<file path="src/rtl/wb_stage.sv">
// Writeback stage: captures one retiring instruction, waits for load data,
// extends it and drives a registered register-file write port. Optional WB_INSTRET_EN.
module wb_stage #(
    parameter int XLEN      = 32,
    parameter int INSTRET_W = 64
) (
    input  logic                 clk,
    input  logic                 reset,
    input  logic                 in_valid,
    output logic                 in_ready,
    input  logic                 flush,
    input  logic [4:0]           in_rd,
    input  logic                 in_rd_wen,
    input  logic                 in_is_load,
    input  logic [2:0]           in_funct3,
    input  logic [1:0]           in_addr_lo,
    input  logic [XLEN-1:0]      in_result,
    input  logic                 mem_rvalid,
    input  logic [XLEN-1:0]      mem_rdata,
    output logic                 rf_wen,
    output logic [4:0]           rf_waddr,
    output logic [XLEN-1:0]      rf_wdata,
    output logic                 retire,
    output logic [INSTRET_W-1:0] instret
);

    localparam logic [1:0] S_EMPTY = 2'd0;
    localparam logic [1:0] S_WAIT  = 2'd1;
    localparam logic [1:0] S_WRITE = 2'd2;

    logic [1:0]      state_q, state_d;
    logic [4:0]      rd_q, rd_d;
    logic            rd_wen_q, rd_wen_d;
    logic [2:0]      funct3_q, funct3_d;
    logic [1:0]      addr_lo_q, addr_lo_d;
    logic            rf_wen_q, rf_wen_d;
    logic [4:0]      rf_waddr_q, rf_waddr_d;
    logic [XLEN-1:0] rf_wdata_q, rf_wdata_d;
    logic            retire_q, retire_d;

    logic            acc;
    logic [7:0]      ld_byte;
    logic [15:0]     ld_half;
    logic [XLEN-1:0] ld_data;

    assign in_ready = (state_q != S_WAIT);
    assign acc      = in_valid & in_ready & ~flush;

    always_comb begin
        ld_byte = 8'h00;
        case (addr_lo_q)
            2'd0:    ld_byte = mem_rdata[7:0];
            2'd1:    ld_byte = mem_rdata[15:8];
            2'd2:    ld_byte = mem_rdata[23:16];
            default: ld_byte = mem_rdata[31:24];
        endcase
        ld_half = addr_lo_q[1] ? mem_rdata[31:16] : mem_rdata[15:0];
        case (funct3_q)
            3'b000:  ld_data = {{(XLEN-8){ld_byte[7]}}, ld_byte};
            3'b100:  ld_data = {{(XLEN-8){1'b0}}, ld_byte};
            3'b001:  ld_data = {{(XLEN-16){ld_half[15]}}, ld_half};
            3'b101:  ld_data = {{(XLEN-16){1'b0}}, ld_half};
            default: ld_data = mem_rdata;
        endcase
    end

    always_comb begin
        state_d    = state_q;
        rd_d       = rd_q;
        rd_wen_d   = rd_wen_q;
        funct3_d   = funct3_q;
        addr_lo_d  = addr_lo_q;
        rf_wen_d   = 1'b0;
        retire_d   = 1'b0;
        rf_waddr_d = rf_waddr_q;
        rf_wdata_d = rf_wdata_q;
        case (state_q)
            S_WAIT: begin
                if (mem_rvalid) begin
                    state_d    = S_WRITE;
                    rf_wen_d   = rd_wen_q & (rd_q != 5'd0);
                    rf_waddr_d = rd_q;
                    rf_wdata_d = ld_data;
                    retire_d   = 1'b1;
                end
            end
            default: begin
                // EMPTY and WRITE accept alike, allowing back-to-back retirement
                if (acc) begin
                    rd_d      = in_rd;
                    rd_wen_d  = in_rd_wen;
                    funct3_d  = in_funct3;
                    addr_lo_d = in_addr_lo;
                    if (in_is_load) begin
                        state_d = S_WAIT;
                    end else begin
                        state_d    = S_WRITE;
                        rf_wen_d   = in_rd_wen & (in_rd != 5'd0);
                        rf_waddr_d = in_rd;
                        rf_wdata_d = in_result;
                        retire_d   = 1'b1;
                    end
                end else begin
                    state_d = S_EMPTY;
                end
            end
        endcase
    end

    always_ff @(posedge clk or posedge reset) begin
        if (reset) begin
            state_q    <= S_EMPTY;
            rd_q       <= 5'd0;
            rd_wen_q   <= 1'b0;
            funct3_q   <= 3'd0;
            addr_lo_q  <= 2'd0;
            rf_wen_q   <= 1'b0;
            rf_waddr_q <= 5'd0;
            rf_wdata_q <= '0;
            retire_q   <= 1'b0;
        end else begin
            state_q    <= state_d;
            rd_q       <= rd_d;
            rd_wen_q   <= rd_wen_d;
            funct3_q   <= funct3_d;
            addr_lo_q  <= addr_lo_d;
            rf_wen_q   <= rf_wen_d;
            rf_waddr_q <= rf_waddr_d;
            rf_wdata_q <= rf_wdata_d;
            retire_q   <= retire_d;
        end
    end

    assign rf_wen   = rf_wen_q;
    assign rf_waddr = rf_waddr_q;
    assign rf_wdata = rf_wdata_q;
    assign retire   = retire_q;

`ifdef WB_INSTRET_EN
    logic [INSTRET_W-1:0] instret_q, instret_d;

    assign instret_d = instret_q + {{(INSTRET_W-1){1'b0}}, retire_q};

    always_ff @(posedge clk or posedge reset) begin
        if (reset) begin
            instret_q <= '0;
        end else begin
            instret_q <= instret_d;
        end
    end

    assign instret = instret_q;
`else
    assign instret = '0;
`endif

endmodule
</file>
<file path="config.mk">
export PLATFORM = sky130hd
export DESIGN_NAME = wb_stage
export DESIGN_NICKNAME = d
export VERILOG_FILES = /design/src/rtl/wb_stage.sv
export SDC_FILE = /design/constraint.sdc
export NUM_CORES = 1
export LEC_CHECK = 0
export ABC_AREA = 1
export BUFFER_PORTS_ARGS = -buffer_cell sky130_fd_sc_hd__clkbuf_2
export CAP_MARGIN = 20
export CORE_MARGIN = 2
export CORE_UTILIZATION = 46
export DETAILED_ROUTE_END_ITERATION = 16
export PLACE_DENSITY_LB_ADDON = 0.2
export SYNTH_ARGS = -nofsm -noshare
export SYNTH_HDL_FRONTEND = slang
export SYNTH_SLANG_ARGS = --single-unit
</file>
<file path="constraint.sdc">
create_clock -name clk -period 2.1 [get_ports clk]
set_clock_uncertainty 0.05 [all_clocks]
set_input_delay 0.42 -clock clk [delete_from_list [all_inputs] [get_ports clk]]
set_output_delay 0.42 -clock clk [all_outputs]
set_load 0.02 [all_outputs]
</file>
# Word-level counts from Yosys, hierarchy flattened
# Index checks and enable logic that the tools add are counted.
[totals] elab_cells=54 output_inout_bits=104 ff_bits=52
[op_classes] n_mux=23 bitwise=6 n_reduce_logical=7 n_eq_ne=9
[ops] op="32-bit two-way mux" count=4
[ops] op="32-bit one-hot mux with 4 select lines" count=1
[ops] op="8-bit one-hot mux with 3 select lines" count=1
[ops] op="5-bit two-way mux" count=4
[ops] op="16-bit two-way mux" count=1
[ops] op="5-bit nonzero test" count=2
[ops] op="1-bit two-way mux" count=8
[ops] op="2-bit two-way mux" count=4
[ops] op="3-bit equality test, second input constant" count=2
[ops] op="1-bit AND" count=4
[ops] op="2-bit by 1-bit equality test with 1-bit output, second input constant" count=2
[ops] op="2-bit by 1-bit != test with 1-bit output, second input constant" count=2
[ops] op="3-bit by 1-bit equality test with 1-bit output, second input constant" count=1
[ops] op="3-bit zero test" count=1
[ops] op="3-bit AND reduction" count=1
[ops] op="2-bit equality test, second input constant" count=1
[ops] op="2-bit zero test" count=1
[ops] op="2-bit != test, second input constant" count=1
[ops] op="1-bit NOT" count=2
[ops] op="2-bit AND reduction" count=1
[ops] op="2-bit nonzero test" count=1

# Logic depth before layout (Yosys ltp)
# Gate-level depths: netlist (run 1).
[depth] ltp_word=5 ltp_mapped=12

# Least setup slack after synthesis (run 1)
# Ideal clock, no wire load.
[synth_path] path_kind="register to register" start="register state_q[0]" end="register rf_wdata_q[1], in the netlist rf_wdata[1]" arrival_ns=1.360 stages_incl_launch_ff=10 period_less_slack_ns=1.534 t_required_ns=1.926 slack_ns=0.566 path_buffers=3 setup_time_ns=0.124 cell_sequence="dfrtp_1 -> inv_1 -> nor2_1 -> buf_6 -> nor3_4 -> a21oi_2 -> buf_2 -> buf_4 -> nand2_1 -> nand2_1"
[synth_via] elab_chain_cells=5 word_cells_on_any_way=9 classes_between="eq/ne (4); mux (1); bitwise (2); reduce/logical (2)"
[synth_lines] element="start, declared" line_no="31" rtl="logic [1:0] state_q, state_d;"
[synth_lines] element="start signal, assigned" line_no="122" rtl="state_q <= state_d;"
[synth_lines] element="2-bit by 1-bit != test with 1-bit output" line_no="46" rtl="assign in_ready = (state_q != S_WAIT);"
[synth_lines] element="1-bit AND (2 in a row)" line_no="47" rtl="assign acc = in_valid & in_ready & ~flush;"
[synth_lines] element="2-bit nonzero test (no source line)"
[synth_lines] element="3-bit AND reduction (no source line)"
[synth_lines] element="end signal, assigned" line_no="129" rtl="rf_wdata_q <= rf_wdata_d;"
[synth_lines] element="end, declared" line_no="38" rtl="logic [XLEN-1:0] rf_wdata_q, rf_wdata_d;"
# Several ways; a longest one is shown, not always the timed one.
# A chain may end at the register's enable or synchronous reset.

# Final worst setup path (run 1)
[layout_path] start="register state_q[1]" end="register rf_wdata_q[6], in the netlist rf_wdata[6]"
# Same word-level chain as after synthesis.

==> key figures, run 1 <==
Critical path
  – Crit end category: register
  – Arrival time of data at the critical path endpoint: 2.04 ns
  – Critical path launch point type: register
  – Required time at the worst-slack endpoint: about 2.3 ns
  – Largest stage delay on the critical path: around 0.59 ns
  – Critical path start-end classification: reg -> reg
  – Critical-path maximum fanout: 27
  – Critical Path Slowest Stage Cell: sky130_fd_sc_hd__o21ai_4
  – Critical Path, Cell by Cell: nor2_2 > inv_2 > o21ai_4 > o21ai_0 > o21ai_1

Floorplan
  – Overall die area: 8500 um^2
  – Starting utilization of the core area: 0.468
  – Area of the core: 7650 um^2
  – Vert. Die Dim: 92.2 um
  – Number of cell rows: 32
  – Top-level port count: 185
  – Chip Width: 92.2 um

Status
  – Outcome: complete, no violations

CTS
  – Clock tree from TritonCTS: built
  – Buffers from clock root to sink, at most: 2
  – Sinks on Clock Net: 52
  – Clock latency on the worst-skew pair: 0.31 ns
  – Worst-path clk slew: 0.10 ns
  – Cell chosen for the clock root: sky130_fd_sc_hd__clkbuf_8
  – Quantity of hold-fixing buffers added after cts: 0
  – Number of resized instances in the post-cts repair step: 0
  – Clock buffers created by TritonCTS: 5
  – Post-CTS Setup Repair Bufs: 0
  – H-tree levels: 2

Timing
  – Total setup violations reported at the end of the flow: 0
  – Final period util: 0.874
  – Slew margin rel.: 0.526
  – Unrepaired setup endpoints after global routing: no
  – Post-Route Setup TNS: 0 ns
  – Maximum frequency from static timing analysis: 545 MHz
  – Worst slew pin tran: 0.709 ns
  – Crit path time final: 1.84 ns
  – Slew Limit Fails: 0
  – Final hold violation count: 0

Logic synthesis
  – Syn Std Cell Area: 3580 um^2
  – Average cell area after synthesis: 6.84 um^2
  – Distinct cell type count after synthesis: 29
  – Post-Syn Instances: between 500 and 600
  – Share of synthesized area occupied by flip-flops and latches: 0.364
  – Syn. warnings: 0
  – Number of synthesized register bits: 52

GRT
  – Number of antenna violations at the first check in global routing: 0
  – Vias in the first global route: 3176
  – GRT Residual Overflow: 0
  – Total GRT Usage: 0.222
  – Wire length of the first global-routing pass: between 15000 and 20000 um
  – Largest net degree at the start of global routing: 49

Flow run
  – MaxCap Viol Count: 0

Cells and area
  – Area occupied by registers: 1300 um^2
  – Area of the multi-input gates: ~1800 um^2
  – Cell Count, Final, Fillers Out: roughly 740
  – Fraction of final layout cells with drive strength greater than 1: 0.245
  – Relative area change from synthesis to final layout: 15.7%
  – Total Nets Final: 717
  – Fill count: 803
  – Diode insertion count for antenna repair: 0

Drt
  – Post-route ant nets: 0
  – Routed via count divided by cell count: 4.68
  – Total via count after detailed routing: between 3000 and 4000
  – First-iteration detailed-routing DRC count: 169
  – Post-route DRC violation count: 0
  – Detail-routed net length per standard cell: between 10 and 15 um
  – Detailed-routing iteration count for the pre-antenna-repair pass: 4
  – Final wirelength: 9400 um

Power
  – Maximum vdd ir drop: 0.347 mV
  – Portion of total power attributed to the clock network: 0.179
  – Switching component of the power: 1.50 mW
  – Internal power summed over all cells: 1.99 mW
  – LEAKAGE: 2.34 nW
  – Logic pwr share: 0.421
  – Power density over cell area: about 840 nW/um^2
  – Portion of total power attributed to sequential cells: 0.399
  – Switching fraction of total power: 0.431

Hold path
  – Hold Crit Class: in -> async

Place
  – Gpl congestion: 0.842
  – Number of input and output port buffers inserted: 120
  – Placed Cells incl. Taps: 731
  – Final HPWL from detailed placement: 7290 um
-- logic make-up after synthesis --
logic type             synth area share
AOI/OAI and AO/OA                 0.144
buffers and inverters             0.213
DFF                               0.364
other                           0.00105
and+or+nand+nor                   0.278
-- cells in the mapped netlist --
master | count | share of area
sky130_fd_sc_hd__nand2_1 | 153 | 0.16
sky130_fd_sc_hd__nor2_1 | 76 | 0.080
sky130_fd_sc_hd__buf_4 | 67 | 0.14
sky130_fd_sc_hd__dfrtp_1 | 52 | 0.36
sky130_fd_sc_hd__a21oi_1 | 47 | 0.066
sky130_fd_sc_hd__inv_1 | 31 | 0.033
sky130_fd_sc_hd__o21ai_0 | 27 | 0.038
sky130_fd_sc_hd__nand3_1 | 13 | 0.018
sky130_fd_sc_hd__clkbuf_1 | 11 | 0.012
sky130_fd_sc_hd__buf_2 | 6 | 0.0084
sky130_fd_sc_hd__inv_2 | 6 | 0.0063
sky130_fd_sc_hd__a31oi_1 | 5 | 0.0087
sky130_fd_sc_hd__buf_6 | 4 | 0.013
sky130_fd_sc_hd__o211ai_1 | 4 | 0.0084
sky130_fd_sc_hd__nand2_2 | 3 | 0.0052
sky130_fd_sc_hd__nor3_1 | 2 | 0.0028
sky130_fd_sc_hd__o21ai_4 | 2 | 0.0091
sky130_fd_sc_hd__o22ai_1 | 2 | 0.0035
sky130_fd_sc_hd__or2_2 | 2 | 0.0035
sky130_fd_sc_hd__a21oi_2 | 1 | 0.0024
sky130_fd_sc_hd__buf_1 | 1 | 0.0010
sky130_fd_sc_hd__conb_1 | 1 | 0.0010
sky130_fd_sc_hd__nand4_1 | 1 | 0.0018
sky130_fd_sc_hd__nor3_4 | 1 | 0.0045
sky130_fd_sc_hd__nor4_1 | 1 | 0.0018
sky130_fd_sc_hd__o21a_1 | 1 | 0.0021
sky130_fd_sc_hd__o21ai_1 | 1 | 0.0014
sky130_fd_sc_hd__o311ai_0 | 1 | 0.0024
sky130_fd_sc_hd__o31ai_1 | 1 | 0.0021
-- per-stage QoR --
stage | hold slack (ns) | worst slack, ns | utilization | total power [mW] | cell area (um^2)
floorplan | 0.386 | 0.372 | - | 2.49 | 3810
global placement | 0.405 | 0.320 | 0.529 | 2.86 | 4040
detailed placement | 0.411 | 0.251 | 0.529 | 2.89 | 4040
CTS | 0.0929 | 0.242 | 0.541 | 3.50 | 4140
global route | 0.102 | 0.0761 | 0.541 | 3.73 | 4140
finish | 0.0725 | 0.265 | 0.541 | 3.49 | 4140
-- final cells by class --
cell class,instances,area share
clock buffers,7,0.0209
clock inverters,1,0.00181
inverters,37,0.0336
multi-input cells,408,0.425
flip-flops and latches,52,0.315
well taps,102,0.0309
repair buffers,132,0.173
-- critical path, delay by kind of cell (launching register included) --
| kind | cells | cell delay (ns) |
|---|---|---|
| AOI/OAI and AO/OA | 3 | 0.94 |
| DFF | 1 | 0.38 |
| and+or+nand+nor | 1 | 0.24 |
| buffers and inverters | 1 | 0.16 |
-- state kept, by name, summed over array words and instances, names as in the netlist --
name,count
rd_q,5
funct3_q,3
rd_wen_q,1
rf_wdata,32
retire,1
addr_lo_q,2
state_q,2
rf_wen,1
rf_waddr,5
-- placed cells by master (no fill, tap or decap) --
master,count
sky130_fd_sc_hd__o31ai_1,1
sky130_fd_sc_hd__o211ai_1,4
sky130_fd_sc_hd__o21a_1,1
sky130_fd_sc_hd__nor2_2,1
sky130_fd_sc_hd__buf_4,10
sky130_fd_sc_hd__nor4_1,1
sky130_fd_sc_hd__buf_12,2
sky130_fd_sc_hd__nand2_1,153
sky130_fd_sc_hd__o22ai_1,2
sky130_fd_sc_hd__nand4_1,1
sky130_fd_sc_hd__clkbuf_8,6
sky130_fd_sc_hd__inv_2,7
sky130_fd_sc_hd__nor3_1,2
sky130_fd_sc_hd__a21oi_4,1
sky130_fd_sc_hd__or2_2,2
sky130_fd_sc_hd__o21ai_0,27
sky130_fd_sc_hd__nand2_2,3
sky130_fd_sc_hd__nor3_4,1
sky130_fd_sc_hd__o21ai_1,1
sky130_fd_sc_hd__clkinvlp_4,1
sky130_fd_sc_hd__clkbuf_1,1
sky130_fd_sc_hd__conb_1,64
sky130_fd_sc_hd__o311ai_0,1
sky130_fd_sc_hd__nand3_1,13
sky130_fd_sc_hd__a21oi_1,47
sky130_fd_sc_hd__clkbuf_2,120
sky130_fd_sc_hd__inv_1,30
sky130_fd_sc_hd__nor2_1,75
sky130_fd_sc_hd__o21ai_4,2
sky130_fd_sc_hd__dfrtp_1,52
sky130_fd_sc_hd__a31oi_1,5
-- routing by layer --
layer | share of wire | up-vias | GRT usage
li1 | - | 1739 | -
met2 | 0.47 | 143 | 0.365
met5 | 0 | - | 0
met1 | 0.44 | 1559 | 0.299
met3 | 0.076 | 14 | 0.0460
met4 | 0.016 | 0 | 0.0572
-- path summary, 6_finish.rpt --
check / start / end / slack [ns] / cells past startpoint
worst max-delay path: state_q[1]$_DFFE_PP0P_ / rf_wdata[6]$_DFFE_PP0P_ / 0.26 / 5
worst min-delay path: reset / rf_waddr[0]$_DFFE_PP0P_ / 0.07 / 2
worst max register to register: state_q[1]$_DFFE_PP0P_ / rf_wdata[6]$_DFFE_PP0P_ / 0.26 / 5
worst min register to register: rf_wdata[23]$_DFFE_PP0P_ / rf_wdata[23]$_DFFE_PP0P_ / 0.44 / 2
max in group asynchronous: reset / rf_wdata[23]$_DFFE_PP0P_ / 1.37 / 3
min in group clk: in_is_load / rf_wen$_DFF_PP0_ / 0.25 / 2
-- power by group through the flow --
stage | logic [mW] | registers (mW) | clock network, mW
after global routing | 1.64 | 1.42 | 0.670
after global placement | 1.45 | 1.41 | 0
after CTS | 1.48 | 1.39 | 0.627
after floorplan | 0.847 | 1.64 | 0
after detailed placement | 1.47 | 1.41 | 0
final | 1.47 | 1.39 | 0.625
Note: power is estimated with default switching activity, not from simulation.
==> inputs of run 2 (changes only) <==
CORE_UTILIZATION = 50   (was 46)
clock period = 2.4 ns   (was 2.1 ns; I/O delays follow)
==> run 2 against run 1 <==
  * First-iteration DRC count rose by 66%
  * Utilization rose by 5.8 points
  * Critical path depth rose by 3
  * Count of clock-buffer cells in the layout did not move
  * Register-to-register slack improved by 0.12 ns
  * Maximum frequency fell by 8.9%
  * Hold slack improved by 0.024 ns
  * Sequential share of layout area rose by 0.17 points
  * Flip-flop and latch count did not move
  * Power fell by 9.8%
  * Non-clock buffer count fell by 3
==> key figures, run 2 (synthesis gave the netlist of run 1 again) <==
Status
  – Outcome: complete, no violations

Power
  – Internal power summed over all cells: 1.85 mW
  – Switching fraction of total power: 0.411
  – Switching component of the power: 1.29 mW
  – LEAKAGE: between 2 and 2.5 nW
  – Final Power: 3.15 mW
  – Maximum vdd ir drop: 0.451 mV
  – Power density over cell area: between 700 and 800 nW/um^2
  – Portion of total power attributed to the clock network: 0.211
  – Portion of total power attributed to sequential cells: 0.391
  – Logic pwr share: 0.398

Timing
  – Crit path time final: 2.02 ns
  – Unrepaired setup endpoints after global routing: no
  – Maximum frequency from static timing analysis: a little under 500 MHz
  – Final period util: 0.840
  – Post-Route Setup TNS: 0 ns
  – Slew margin rel.: 0.541
  – Total setup violations reported at the end of the flow: 0
  – Worst slew pin tran: 0.686 ns
  – Slew Limit Fails: 0
  – Final hold violation count: 0

Critical path
  – Critical path start-end classification: reg -> reg
  – Worst reg2reg endpoint: rf_wdata[16]$_DFFE_PP0P_
  – Critical path launch point type: register
  – Slack of the worst reg-to-reg path: roughly 0.38 ns
  – Source of the worst register-to-register timing path: addr_lo_q[1]$_DFFE_PP0P_
  – Critical-path maximum fanout: 16
  – Reg2reg path depth: 8
  – Arrival time of data at the critical path endpoint: 2.17 ns
  – Crit end category: register
  – Required time at the worst-slack endpoint: about 2.6 ns

CTS
  – Sinks on Clock Net: 52
  – Clock latency on the worst-skew pair: 0.31 ns
  – Worst-path clk slew: 0.10 ns
  – H-tree levels: 2
  – Quantity of hold-fixing buffers added after cts: 0
  – Clock tree from TritonCTS: built
  – Number of resized instances in the post-cts repair step: 0
  – Cell chosen for the clock root: sky130_fd_sc_hd__clkbuf_8
  – Post-CTS Setup Repair Bufs: 0
  – Buffers from clock root to sink, at most: 2
  – Clock buffers created by TritonCTS: 5

Drt
  – Met3 wire length: 794 um
  – Wl on met1: ~4000 um
  – Total via count after detailed routing: roughly 3400
  – First-iteration detailed-routing DRC count: approximately 280
  – Detail-routed net length per standard cell: 12.6 um
  – Post-route DRC violation count: 0
  – Detailed-routing iteration count for the pre-antenna-repair pass: 5
  – Routed wire length on met2: between 4000 and 5000 um
  – Top layer used by detailed routing: met4
  – Routed via count divided by cell count: 4.67
  – Post-route ant nets: 0
  – Final wirelength: approximately 9200 um

Cells and area
  – Relative area change from synthesis to final layout: 15.0%
  – Most frequent standard cell in the layout excluding fill and tap cells: sky130_fd_sc_hd__nand2_1
  – Fraction of final layout cells with drive strength greater than 1: 0.243
  – Commonest cells after routing, fill and taps aside: sky130_fd_sc_hd__nand2_1, sky130_fd_sc_hd__clkbuf_2, sky130_fd_sc_hd__nor2_1, sky130_fd_sc_hd__conb_1, sky130_fd_sc_hd__dfrtp_1
  – Diode insertion count for antenna repair: 0
  – Max reg flops: 32
  – Total Nets Final: 714

Floorplan
  – Number of cell rows: 30
  – Overall die area: 7840 um^2
  – Area of the core: just under 7000 um^2
  – Top-level port count: 185
  – Chip Width: around 90 um
  – Starting utilization of the core area: 0.521
  – Vert. Die Dim: 88.6 um

GRT
  – Wire length of the first global-routing pass: 14700 um
  – GRT Residual Overflow: 0
  – Number of antenna violations at the first check in global routing: 0
  – Largest net degree at the start of global routing: 49
  – Vias in the first global route: around 3100
  – Total GRT Usage: 0.239

Flow run
  – MaxCap Viol Count: 0

Place
  – Gpl congestion: around 1.0
  – Final HPWL from detailed placement: 7070 um
  – Number of input and output port buffers inserted: 120

Hold path
  – Hold Crit Class: in -> async
run 2: changes by cell type in the layout (fill, tap and decap cells not counted), sizes merged:
cell / before / now
buf: 12 / 9
bufinv: 0 / 1
clkinvlp: 1 / 0
run 2: cell type report:
cell class | instances | area [um^2]
clock buffers | 7 | 96.3
well taps | 96 | 120
repair buffers | 129 | 668
inverters | 37 | 139
flip-flops and latches | 52 | 1300
multi-input cells | 408 | 1760
fillers | 680 | 2760
clock inverters | 1 | 30.0
run 2: critical path, cell delays in order, from the launching register on:
cell	delay, ns
sky130_fd_sc_hd__dfrtp_1	0.53
sky130_fd_sc_hd__inv_2	0.18
sky130_fd_sc_hd__or2_2	0.32
sky130_fd_sc_hd__nand3_1	0.08
sky130_fd_sc_hd__nand2_1	0.11
sky130_fd_sc_hd__o21ai_4	0.39
sky130_fd_sc_hd__nand2_1	0.11
sky130_fd_sc_hd__nand2_1	0.09
sky130_fd_sc_hd__nand2_1	0.05
run 2: worst max-delay path by stage:
stage	startpoint	to	cells past startpoint
global placement	funct3_q[0]$_DFFE_PP0P_	rf_wdata[17]$_DFFE_PP0P_	11
detailed placement	addr_lo_q[1]$_DFFE_PP0P_	rf_wdata[29]$_DFFE_PP0P_	8
global route	addr_lo_q[1]$_DFFE_PP0P_	rf_wdata[27]$_DFFE_PP0P_	8
finish	addr_lo_q[1]$_DFFE_PP0P_	rf_wdata[16]$_DFFE_PP0P_	8
floorplan	reset	addr_lo_q[0]$_DFFE_PP0P_	1
CTS	addr_lo_q[1]$_DFFE_PP0P_	rf_wdata[16]$_DFFE_PP0P_	8
run 2: power by group through the flow:
stage / registers (mW) / logic [mW] / clock network (mW)
2_1_floorplan: 1.44 / 0.741 / 0
3_3_place_gp: 1.24 / 1.23 / 0
3_5_place_dp: 1.25 / 1.25 / 0
4_1_cts: 1.23 / 1.25 / 0.681
5_1_grt: 1.26 / 1.39 / 0.711
6_report: 1.23 / 1.25 / 0.665
run 2: per-layer routing:
layer,track usage,up-vias
li1,-,1729
met4,0.0813,0
met1,0.319,1507
met2,0.385,157
met3,0.0550,16
met5,0,-
run 2: through the flow:
step	cell area [um^2]	util	hold WS [ns]	setup slack, ns	instances
after global placement	3990	0.581	0.407	0.532	722
after CTS	4110	0.599	0.113	0.386	730
after floorplan	3810	-	0.386	0.612	586
after global routing	4110	0.599	0.130	0.173	730
final	4110	0.599	0.0968	0.385	730
after detailed placement	3990	0.581	0.415	0.425	722
==> inputs of run 3 (changes only) <==
ABC_AREA = 0   (was 1)
CORE_UTILIZATION = 45   (was 50)
clock period = 2 ns   (was 2.4 ns; I/O delays follow)
==> run 3 against run 2 <==
  * Hold slack lost 0.081 ns
  * Via count is 15% lower
  * Non-clock buffer count grew 5
  * First-iteration DRC count decreased by 42%
  * Global-route usage shrank 2.2 points
  * Sequential share of layout area increased by 1.8 points
  * Worst setup slack lost 0.26 ns
  * Final cell count is 20% lower
  * Critical path type is now reg -> out
  * Critical endpoint is now in_ready
  * Highest routed layer unchanged
==> key figures, run 3 <==
Drt
  – Post-route ant nets: 0
  – Met3 wire length: 475 um
  – Total via count after detailed routing: 2884
  – Wl on met1: 3770 um
  – Final wirelength: between 8000 and 9000 um
  – Routed via count divided by cell count: 4.96
  – Detail-routed net length per standard cell: 15.2 um
  – Top layer used by detailed routing: met4
  – First-iteration detailed-routing DRC count: roughly 160
  – Detailed-routing iteration count for the pre-antenna-repair pass: 5
  – Post-route DRC violation count: 0
  – Routed wire length on met2: approximately 4400 um

Critical path
  – Largest stage delay on the critical path: 0.40 ns
  – Critical path launch point type: register
  – Worst path top cell family by delay: buffers and inverters
  – Buffering stage count on the worst path with inverters included: 3
  – Arrival time of data at the critical path endpoint: 1.43 ns
  – Critical path start-end classification: reg -> out
  – Required time at the worst-slack endpoint: 1.55 ns
  – Critical-path maximum fanout: 9
  – Crit end category: primary output
  – Critical Path, Cell by Cell: nor2b_2 > buf_4 > clkinvlp_4 > clkbuf_2
  – Critical Path Slowest Stage Cell: sky130_fd_sc_hd__dfrtp_1

Floorplan
  – Starting utilization of the core area: 0.463
  – Overall die area: 8170 um^2
  – Vert. Die Dim: 90.4 um
  – Area of the core: 7250 um^2
  – Number of cell rows: 31
  – Top-level port count: 185
  – Chip Width: 90.4 um

GRT
  – Wire length of the first global-routing pass: 14200 um
  – GRT Residual Overflow: 0
  – Total GRT Usage: 0.217
  – Number of antenna violations at the first check in global routing: 0
  – Vias in the first global route: 2841
  – Largest net degree at the start of global routing: 43

Logic synthesis
  – Syn. warnings: 0
  – Count leader, synth: sky130_fd_sc_hd__buf_4
  – Top flip-flop cell by instance count after synthesis: sky130_fd_sc_hd__dfrtp_1
  – Post-Syn Instances: around 360
  – Distinct cell type count after synthesis: 43
  – Share of the synthesized area in the top cell type: 0.387
  – Top area cells in the synthesized netlist: sky130_fd_sc_hd__dfrtp_1, sky130_fd_sc_hd__buf_4, sky130_fd_sc_hd__a211oi_2
  – Average cell area after synthesis: 9.23 um^2
  – Cell taking the most area after synthesis: sky130_fd_sc_hd__dfrtp_1
  – Number of synthesized register bits: 52
  – EDFF count, synth: 0
  – Most numerous cell types in the synthesized netlist: sky130_fd_sc_hd__buf_4, sky130_fd_sc_hd__dfrtp_1, sky130_fd_sc_hd__nand2_1
  – Share of synthesized area occupied by flip-flops and latches: 0.387
  – Syn Std Cell Area: about 3400 um^2
  – Share of flip-flops with an asynchronous set or reset: 1.00

Power
  – Power density over cell area: 955 nW/um^2
  – Maximum vdd ir drop: 0.420 mV
  – LEAKAGE: around 1.9 nW

Cells and area
  – Fraction of final layout cells with drive strength greater than 1: 0.371
  – Final Instance Area: 3890 um^2
  – Max reg flops: 32
  – Area occupied by registers: between 1000 and 1500 um^2
  – Relative area change from synthesis to final layout: 15.9%
  – Commonest cells after routing, fill and taps aside: sky130_fd_sc_hd__clkbuf_2, sky130_fd_sc_hd__conb_1, sky130_fd_sc_hd__dfrtp_1, sky130_fd_sc_hd__nand2_1, sky130_fd_sc_hd__nor2_1
  – Total Nets Final: 562
  – Final standard cell utilization of the core: 0.537
  – Diode insertion count for antenna repair: 0
  – Most frequent standard cell in the layout excluding fill and tap cells: sky130_fd_sc_hd__clkbuf_2
  – Cell Count, Final, Fillers Out: slightly below 600
  – Fill count: 704
  – Area of the multi-input gates: 1620 um^2

Place
  – Number of input and output port buffers inserted: 120
  – Cell area reported after detailed placement: 3800 um^2
  – Gpl congestion: between 0.8 and 0.9
  – Final HPWL from detailed placement: 6870 um
  – Placed Cells incl. Taps: about 570

CTS
  – Buffers from clock root to sink, at most: 2
  – Quantity of hold-fixing buffers added after cts: 0
  – Cell chosen for the clock root: sky130_fd_sc_hd__clkbuf_8
  – Clock latency on the worst-skew pair: 0.32 ns
  – Worst-path clk slew: 0.11 ns
  – Post-CTS Setup Repair Bufs: 0
  – Clock tree from TritonCTS: built
  – H-tree levels: 2
  – Clock buffers created by TritonCTS: 5
  – Number of resized instances in the post-cts repair step: 0
  – Sinks on Clock Net: 52

Timing
  – Total setup violations reported at the end of the flow: 0
  – Worst slew pin tran: 0.518 ns
  – Unrepaired setup endpoints after global routing: no
  – Slew margin rel.: 0.654
  – Final period util: 0.938
  – Hold WS: roughly 0.016 ns
  – Slew Limit Fails: 0
  – Maximum frequency from static timing analysis: 533 MHz
  – Final hold violation count: 0
  – Post-Route Setup TNS: 0 ns
  – Crit path time final: between 1.5 and 2 ns

Flow run
  – MaxCap Viol Count: 0

Status
  – Outcome: complete, no violations

Hold path
  – Hold Crit Class: in -> async
run 3: report_power, final:
group,switching [mW],internal (mW),leakage [nW]
clock,0.396,0.259,0.0491
sequential,0.186,1.33,0.610
combinational,0.989,0.560,1.27
total,1.57,2.15,1.93
run 3: area by class of cell:
class | instances | share of cell area
tap | 99 | 0.0318
inverter | 7 | 0.00899
clock buffer | 5 | 0.0177
sequential | 52 | 0.334
timing repair buffer | 134 | 0.184
clock inverter | 3 | 0.00675
multi-input combinational | 281 | 0.416
run 3: cell families (layout without fill, tap and decap cells):
kind of cell           count (synthesis)  after routing  share of synthesized area
flip-flops                            52             52                      0.387
multiplexers                          21             21                     0.0730
AO/OA/AOI/OAI                         79             79                      0.180
other                                  1             64                    0.00112
AND/OR/NAND/NOR                      117            117                      0.158
buffers and inverters                 94            149                      0.201
run 3: path summary, 6_finish.rpt:
check | slack (ns) | depth (start not counted) | start | to
worst max-delay path | 0.12 | 4 | state_q[1]$_DFFE_PP0P_ | in_ready
worst min-delay path | 0.02 | 2 | reset | rf_waddr[0]$_DFFE_PP0P_
worst max register to register | 0.19 | 4 | addr_lo_q[1]$_DFFE_PP0P_ | rf_wdata[9]$_DFFE_PP0P_
worst min register to register | 0.45 | 2 | rf_wdata[5]$_DFFE_PP0P_ | rf_wdata[5]$_DFFE_PP0P_
max in group asynchronous | 1.33 | 3 | reset | rf_wdata[21]$_DFFE_PP0P_
min in group clk | 0.24 | 2 | mem_rvalid | state_q[0]$_DFFE_PP0P_
run 3: through the flow:
| step | power [mW] | setup WS, ns |
|---|---|---|
| after floorplan | 2.67 | 0.292 |
| after global placement | 3.06 | 0.249 |
| after detailed placement | 3.09 | 0.213 |
| after CTS | 3.75 | 0.0429 |
| after global routing | 3.96 | 0.0284 |
| final | 3.72 | 0.125 |
run 3: layer usage:
layer,GRT usage,vias to the layer above
met5,0,-
met3,0.0367,17
li1,-,1370
met1,0.289,1361
met2,0.367,136
met4,0.0615,0
run 3: worst reg2reg max path, delay by kind of cell (launching register included):
kind               cells  cell delay, ns
and+or+nand+nor        1            0.09
AOI/OAI and AO/OA      2            0.52
muxes                  1            0.54
DFF                    1            0.50
